--- config.mk ---
export PLATFORM = sky130hd
export DESIGN_NAME = pixel_frame_rx
export DESIGN_NICKNAME = d
export VERILOG_FILES = /design/src/rtl/pixel_pkg.sv /design/src/rtl/pixel_frame_buf.sv /design/src/rtl/pixel_frame_rx.sv
export SDC_FILE = /design/constraint.sdc
export NUM_CORES = 1
export LEC_CHECK = 0
export CAP_MARGIN = 30
export CORE_MARGIN = 2
export CORE_UTILIZATION = 45
export CTS_CLUSTER_SIZE = 20
export DETAILED_ROUTE_END_ITERATION = 10
export DONT_BUFFER_PORTS = 1
export RECOVER_POWER = 25
export SKIP_LAST_GASP = 1
export SLEW_MARGIN = 0
export SYNTH_ARGS = -nofsm -noshare
export SYNTH_HDL_FRONTEND = slang
export SYNTH_SLANG_ARGS = --single-unit
--- constraint.sdc ---
create_clock -name clk -period 3.2 [get_ports clk]
set_input_delay 0.64 -clock clk [delete_from_list [all_inputs] [get_ports clk]]
set_output_delay 0.64 -clock clk [all_outputs]
set_load 0.05 [all_outputs]
--- src/rtl/pixel_pkg.sv ---
// Shared types and constants for the pixel frame receiver.
package pixel_pkg;

  localparam int unsigned PIXEL_W     = 8;
  localparam int unsigned ERR_W       = 3;
  localparam int unsigned ERR_SHORT   = 0;
  localparam int unsigned ERR_LONG    = 1;
  localparam int unsigned ERR_TIMEOUT = 2;

  typedef enum logic [1:0] {
    ST_IDLE,
    ST_RECV,
    ST_DRAIN,
    ST_HOLD
  } state_t;

  // Ceiling log2, never below 1 so derived vectors stay legal.
  function automatic int unsigned clog2(input int unsigned v);
    int unsigned r;
    r = 0;
    for (int unsigned i = 0; i < 32; i++) begin
      if ((64'(1) << i) < 64'(v)) r = i + 1;
    end
    return (r == 0) ? 1 : r;
  endfunction

endpackage

--- src/rtl/pixel_frame_buf.sv ---
// N x 8 frame buffer: one synchronous write port, one synchronous read port.
module pixel_frame_buf
  import pixel_pkg::*;
#(
  parameter int unsigned N  = 16,
  parameter int unsigned AW = 4
) (
  input  logic               clk,
  input  logic               rst,
  input  logic               we,
  input  logic [AW-1:0]      wr_addr,
  input  logic [PIXEL_W-1:0] wr_data,
  input  logic [AW-1:0]      rd_addr,
  output logic [PIXEL_W-1:0] rd_data
);

  logic [PIXEL_W-1:0] mem [N];

  // Storage is deliberately left out of reset.
  always_ff @(posedge clk) begin
    if (we) mem[wr_addr] <= wr_data;
  end

  // Addresses past the frame read back as zero.
  if (N == (1 << AW)) begin : g_full
    always_ff @(posedge clk) begin
      if (rst) rd_data <= '0;
      else     rd_data <= mem[rd_addr];
    end
  end else begin : g_part
    always_ff @(posedge clk) begin
      if (rst)                      rd_data <= '0;
      else if (32'(rd_addr) < N)    rd_data <= mem[rd_addr];
      else                          rd_data <= '0;
    end
  end

endmodule

--- src/rtl/pixel_frame_rx.sv ---
// Captures one AXIS pixel frame into a buffer with min/max/sum statistics.
module pixel_frame_rx
  import pixel_pkg::*;
#(
  parameter int unsigned ROWS    = 4,
  parameter int unsigned COLUMNS = 4,
  parameter int unsigned TIMEOUT = 1023,
  localparam int unsigned N  = ROWS * COLUMNS,
  localparam int unsigned AW = clog2(N),
  localparam int unsigned SW = PIXEL_W + AW
) (
  input  logic               clk,
  input  logic               rst,
  input  logic               capture_req,
  output logic               trigger,
  input  logic               valid,
  output logic               ready,
  input  logic               tlast,
  input  logic [PIXEL_W-1:0] tdata,
  output logic               frame_valid,
  output logic               frame_done,
  input  logic               frame_ack,
  output logic [ERR_W-1:0]   err,
  output logic [PIXEL_W-1:0] pix_min,
  output logic [PIXEL_W-1:0] pix_max,
  output logic [SW-1:0]      pix_sum,
  input  logic [AW-1:0]      rd_addr,
  output logic [PIXEL_W-1:0] rd_data
);

  localparam int unsigned TW = clog2(TIMEOUT + 1);

  state_t             state, state_d;
  logic [AW-1:0]      wr_ptr, wr_ptr_d;
  logic [TW-1:0]      idle_cnt, idle_d;
  logic               ready_d, trigger_d, frame_valid_d, frame_done_d;
  logic [ERR_W-1:0]   err_d;
  logic [PIXEL_W-1:0] pix_min_d, pix_max_d;
  logic [SW-1:0]      pix_sum_d;
  logic               beat_c, we_c, timeout_c;

  assign beat_c    = valid && ready;
  assign we_c      = beat_c && (state == ST_RECV);
  assign timeout_c = (idle_cnt == TW'(TIMEOUT - 1));

  pixel_frame_buf #(.N(N), .AW(AW)) u_buf (
    .clk     (clk),
    .rst     (rst),
    .we      (we_c),
    .wr_addr (wr_ptr),
    .wr_data (tdata),
    .rd_addr (rd_addr),
    .rd_data (rd_data)
  );

  always_ff @(posedge clk) begin
    if (rst) begin
      state       <= ST_IDLE;
      wr_ptr      <= '0;
      idle_cnt    <= '0;
      ready       <= 1'b0;
      trigger     <= 1'b0;
      frame_valid <= 1'b0;
      frame_done  <= 1'b0;
      err         <= '0;
      pix_min     <= '1;
      pix_max     <= '0;
      pix_sum     <= '0;
    end else begin
      state       <= state_d;
      wr_ptr      <= wr_ptr_d;
      idle_cnt    <= idle_d;
      ready       <= ready_d;
      trigger     <= trigger_d;
      frame_valid <= frame_valid_d;
      frame_done  <= frame_done_d;
      err         <= err_d;
      pix_min     <= pix_min_d;
      pix_max     <= pix_max_d;
      pix_sum     <= pix_sum_d;
    end
  end

  always_comb begin
    state_d   = state;
    wr_ptr_d  = wr_ptr;
    idle_d    = idle_cnt;
    trigger_d = 1'b0;
    err_d     = err;
    pix_min_d = pix_min;
    pix_max_d = pix_max;
    pix_sum_d = pix_sum;

    case (state)
      ST_IDLE: begin
        if (capture_req) begin
          state_d   = ST_RECV;
          trigger_d = 1'b1;
          wr_ptr_d  = '0;
          idle_d    = '0;
          pix_min_d = '1;
          pix_max_d = '0;
          pix_sum_d = '0;
          err_d     = '0;
        end
      end
      ST_RECV: begin
        if (beat_c) begin
          idle_d    = '0;
          wr_ptr_d  = wr_ptr + 1'b1;
          pix_min_d = (tdata < pix_min) ? tdata : pix_min;
          pix_max_d = (tdata > pix_max) ? tdata : pix_max;
          pix_sum_d = pix_sum + SW'(tdata);
          if (tlast) begin
            state_d = ST_HOLD;
            if (wr_ptr != AW'(N - 1)) err_d[ERR_SHORT] = 1'b1;
          end else if (wr_ptr == AW'(N - 1)) begin
            state_d          = ST_DRAIN;
            err_d[ERR_LONG]  = 1'b1;
          end
        end else if (timeout_c) begin
          state_d            = ST_HOLD;
          err_d[ERR_TIMEOUT] = 1'b1;
        end else begin
          idle_d = idle_cnt + 1'b1;
        end
      end
      // Surplus beats are swallowed until tlast; statistics stay frozen.
      ST_DRAIN: begin
        if (beat_c) begin
          idle_d = '0;
          if (tlast) state_d = ST_HOLD;
        end else if (timeout_c) begin
          state_d            = ST_HOLD;
          err_d[ERR_TIMEOUT] = 1'b1;
        end else begin
          idle_d = idle_cnt + 1'b1;
        end
      end
      ST_HOLD: begin
        if (frame_ack) state_d = ST_IDLE;
      end
      default: state_d = ST_IDLE;
    endcase

    ready_d       = (state_d == ST_RECV) || (state_d == ST_DRAIN);
    frame_valid_d = (state_d == ST_HOLD);
    frame_done_d  = (state_d == ST_HOLD) && (state != ST_HOLD);
  end

endmodule

==> results.md <==
- Crit share post-route: between 70 and 80%
- Cell at the root of the clock tree: clkbuf_16
- Area grow syn2layout: 11.39%
- Remaining Overflow, GRT: 0
- Rel. slew slack: between 40 and 50%
- Die outline area: around 19,000 sq um
- Type of the tightest min-delay check: primary input to flop
- Number of buffers inserted during clock tree synthesis: 17
- Count of cells resized by post-cts repair: 0
- Initial antenna violation count: 0
- Fraction of final layout cells sized beyond drive strength 1: 14.73%
- Synthesized netlist net count: around 660
- Type of destination of the critical path: flop
- Wire length of the first global-routing pass: about 27 mm
- Final ANT Viol Nets: 0
- Logic depth of the worst path, buffers included: 6
- Setup repair after global routing missed its margin: false
- Total track usage: between 10% and 20%
- Final Hold Fails: 0
- Vias after detailed routing: approximately 4.9k
- Highest-count cells in the layout ignoring fill and taps: edfxtp_1, nor2_1, dfxtp_1
- Detailed Route Iter0 Violations: about 280
- Final standard cell utilization of the core: a little over 50%
- Largest incremental delay on the critical path: 0.73 ns
- Number of maximum-capacitance violations: 0
- Yosys cell types: 49
- Summed instance area of the synthesized netlist: slightly above 8000 sq um
- Static leakage: roughly 3.2 nW
- Maximum number of pins on one net before global-route repair: 33
- Worst min-delay path endpoint: pix_sum[0]
- Kind of start point of the critical path: flop
- Routed Wire Length: 17.28 mm
- Run status: finished, final reports clean
- DRC errors left: 0
- Later-pin clock latency in the skew report: roughly 0.43 ns
- Number of storage elements in the synthesis netlist: ~190
- Number of detailed-route iterations in the first pass: 5
- Clock H-tree levels: 4
- Synth Flop Type: edfxtp_1
- Number of nets at the end of the flow: between 600 and 700
- Terminus of the critical flop-to-flop path: pix_min[5]
- Die span in x: around 140 um
- Estimated wirelength of the detail-placed design: between 10 and 15 mm
- Count of fill cells added during filler insertion: about 1.5k
- Critical register-to-register path startpoint: state[1]
- Largest buffer count on any clock path: 2
- Post-Place Cells: 835
- Core Box Area: about 18,000 sq um
- Hold Path Origin: rst
- Vias in the first global route: about 5k
- Port buffer count: 0
- Depth of the worst hold-timing path: 1
- Data required time of the critical path: roughly 3.6 ns
- Register-to-Register Setup Slack: between 0.6 and 0.7 ns
- CTS tree: built
- Via density per instance: between 5 and 6
- Gate Count Post-Synth: 610
- Class of the most critical setup path: flop to flop
- Total Negative Setup Slacks: 0 ns
- Transition time at the pin with the least slew margin: approximately 0.85 ns
- Number of flops mapped to enable cells by yosys: between 100 and 150
- Crit path cell chain: inv_1, ha_1, nand3_1, a21o_1, a2111oi_4, mux2i_1
- Max FO, Critical Path: 12
- Hold buffers post-CTS: 0
- Count of boundary I/O pins: between 60 and 70
- Data arrival time of the critical path: about 2.9 ns
- Final count of pins violating max slew: 0
- Synthesis warning total: 0
- Clk pin slew, worst setup/hold paths: ~0.07 ns
- Avg Cell Area, Syn: approximately 13 sq um
- Starting Density: between 40% and 50%
- Most common cell after layout, fill and taps aside: edfxtp_1
- Total power after layout: ~5.9 mW
- Max frequency: between 0.3 and 0.4 GHz
- Clock sink total: 187
- Maximum resistive drop on vdd: between 0.4 and 0.5 mV
- Pwr Density: 641.5 nW/um^2
- Setup Fix Bufs, Post-CTS: 0
- Total of endpoints with negative setup slack in the final report: 0
- Period minus WS final: about 2.5 ns
- Cell row count: 49
- Number of buffer and inverter instances along the worst setup path: 1
- Cell Count, Final, Fillers Out: 867
- Gp weighted congestion: between 0.8 and 0.9
- Fraction of the yosys area taken by sequential cells: between 60% and 70%
- Routed wire length per instance: between 15 and 20 um
- Number of antenna diodes: 0
- Reg2reg path depth: 6
- Kind of cell with the highest combined delay on the critical path: compound AO/OA/AOI/OAI gates
- Final worst clock skew: 0.008735 ns
- Proportion of register bits with asynchronous set or reset after synthesis: 0%
- Die boundary height: around 140 um
- Critical-path top delay cell: a2111oi_4
==> logic make-up after synthesis <==
kind of cell | Yosys count | share of synthesized area, %
flops | 187 | 61.21
simple gates | 183 | 10.30
compound gates | 71 | 6.051
mux | 64 | 12.68
buf+inv | 57 | 2.942
fa+ha+maj | 35 | 5.426
xor+xnor | 13 | 1.387
==> area by class of cell <==
| class | instances | area, sq um | area share [%] |
|---|---|---|---|
| well taps | 229 | 286.5 | 3.134 |
| clock inverters | 11 | 101.3 | 1.108 |
| clock buffers | 21 | 491.7 | 5.378 |
| repair buffers | 25 | 187.7 | 2.053 |
| multi-input cells | 366 | 2947 | 32.23 |
| inverters | 28 | 105.1 | 1.149 |
| flip-flops and latches | 187 | 5025 | 54.95 |
==> state kept, by name (all words and copies together) (netlist names) <==
register,count
ready,1
frame_valid,1
idle_cnt,10
u_buf.rd_data,8
wr_ptr,4
pix_min,8
pix_max,8
u_buf.mem,128
err,3
frame_done,1
trigger,1
state,2
pix_sum,12
==> worst max-delay path by stage <==
stage / from / end
2_1_floorplan: pix_min[5] / pix_min[0]
3_3_place_gp: state[1] / pix_min[6]
3_5_place_dp: state[1] / pix_min[7]
4_1_cts: state[1] / pix_min[7]
5_1_grt: state[1] / pix_min[6]
6_report: state[1] / pix_min[5]
==> per-layer routing <==
metal  global-route usage (%)  share of wire (%)  vias to the layer above
met5                        0                  0                        -
met4                    5.104                1.5                        0
met3                    5.663                6.2                       18
met2                    30.31                 48                      131
met1                    24.12                 44                     2476
li1                         -                  -                     2319
==> per-stage QoR <==
stage	setup WS, ns	cell area (sq um)	hold WS [ns]
finish	0.6698	9144	0.2718
global route	0.4399	9144	0.2526
CTS	0.7031	9144	0.2591
detailed placement	0.7153	8551	0.4956
global placement	0.8422	8551	0.4718
floorplan	0.8945	8209	0.4648
==> synth_stat cells, drive strengths merged, types with 2 or more instances <==
cell type	instances	area, sq um
or2	2	12.52
clkbuf	17	63.81
nand3	13	65.06
nand4	7	43.79
nor3	15	75.07
a31oi	4	25.02
mux2i	32	320.3
xor2	6	52.55
nand2	44	165.2
mux4	32	720.7
o22ai	9	56.30
edfxtp	128	3844
a2111oi	5	62.56
a22oi	2	15.01
a21o	7	52.55
nor2	68	255.2
inv	28	105.1
and4	2	17.52
buf	12	72.57
and3	3	18.77
dfxtp	59	1181
or3	3	18.77
o21bai	2	15.01
a211oi	7	52.55
o211ai	2	15.01
nor4	10	62.56
o21ai	9	45.04
xnor2	7	61.31
a221o	2	20.02
a21oi	15	75.07
nor2b	6	45.04
ha	34	425.4
nand2b	7	43.79
==> where the power goes <==
part	internal (mW)	leakage, nW	switching [mW]
logic	0.368	1.32	0.581
registers	2.66	1.63	0.209
clock network	1.13	0.292	0.922
Note: power is estimated with default switching activity, not from simulation.
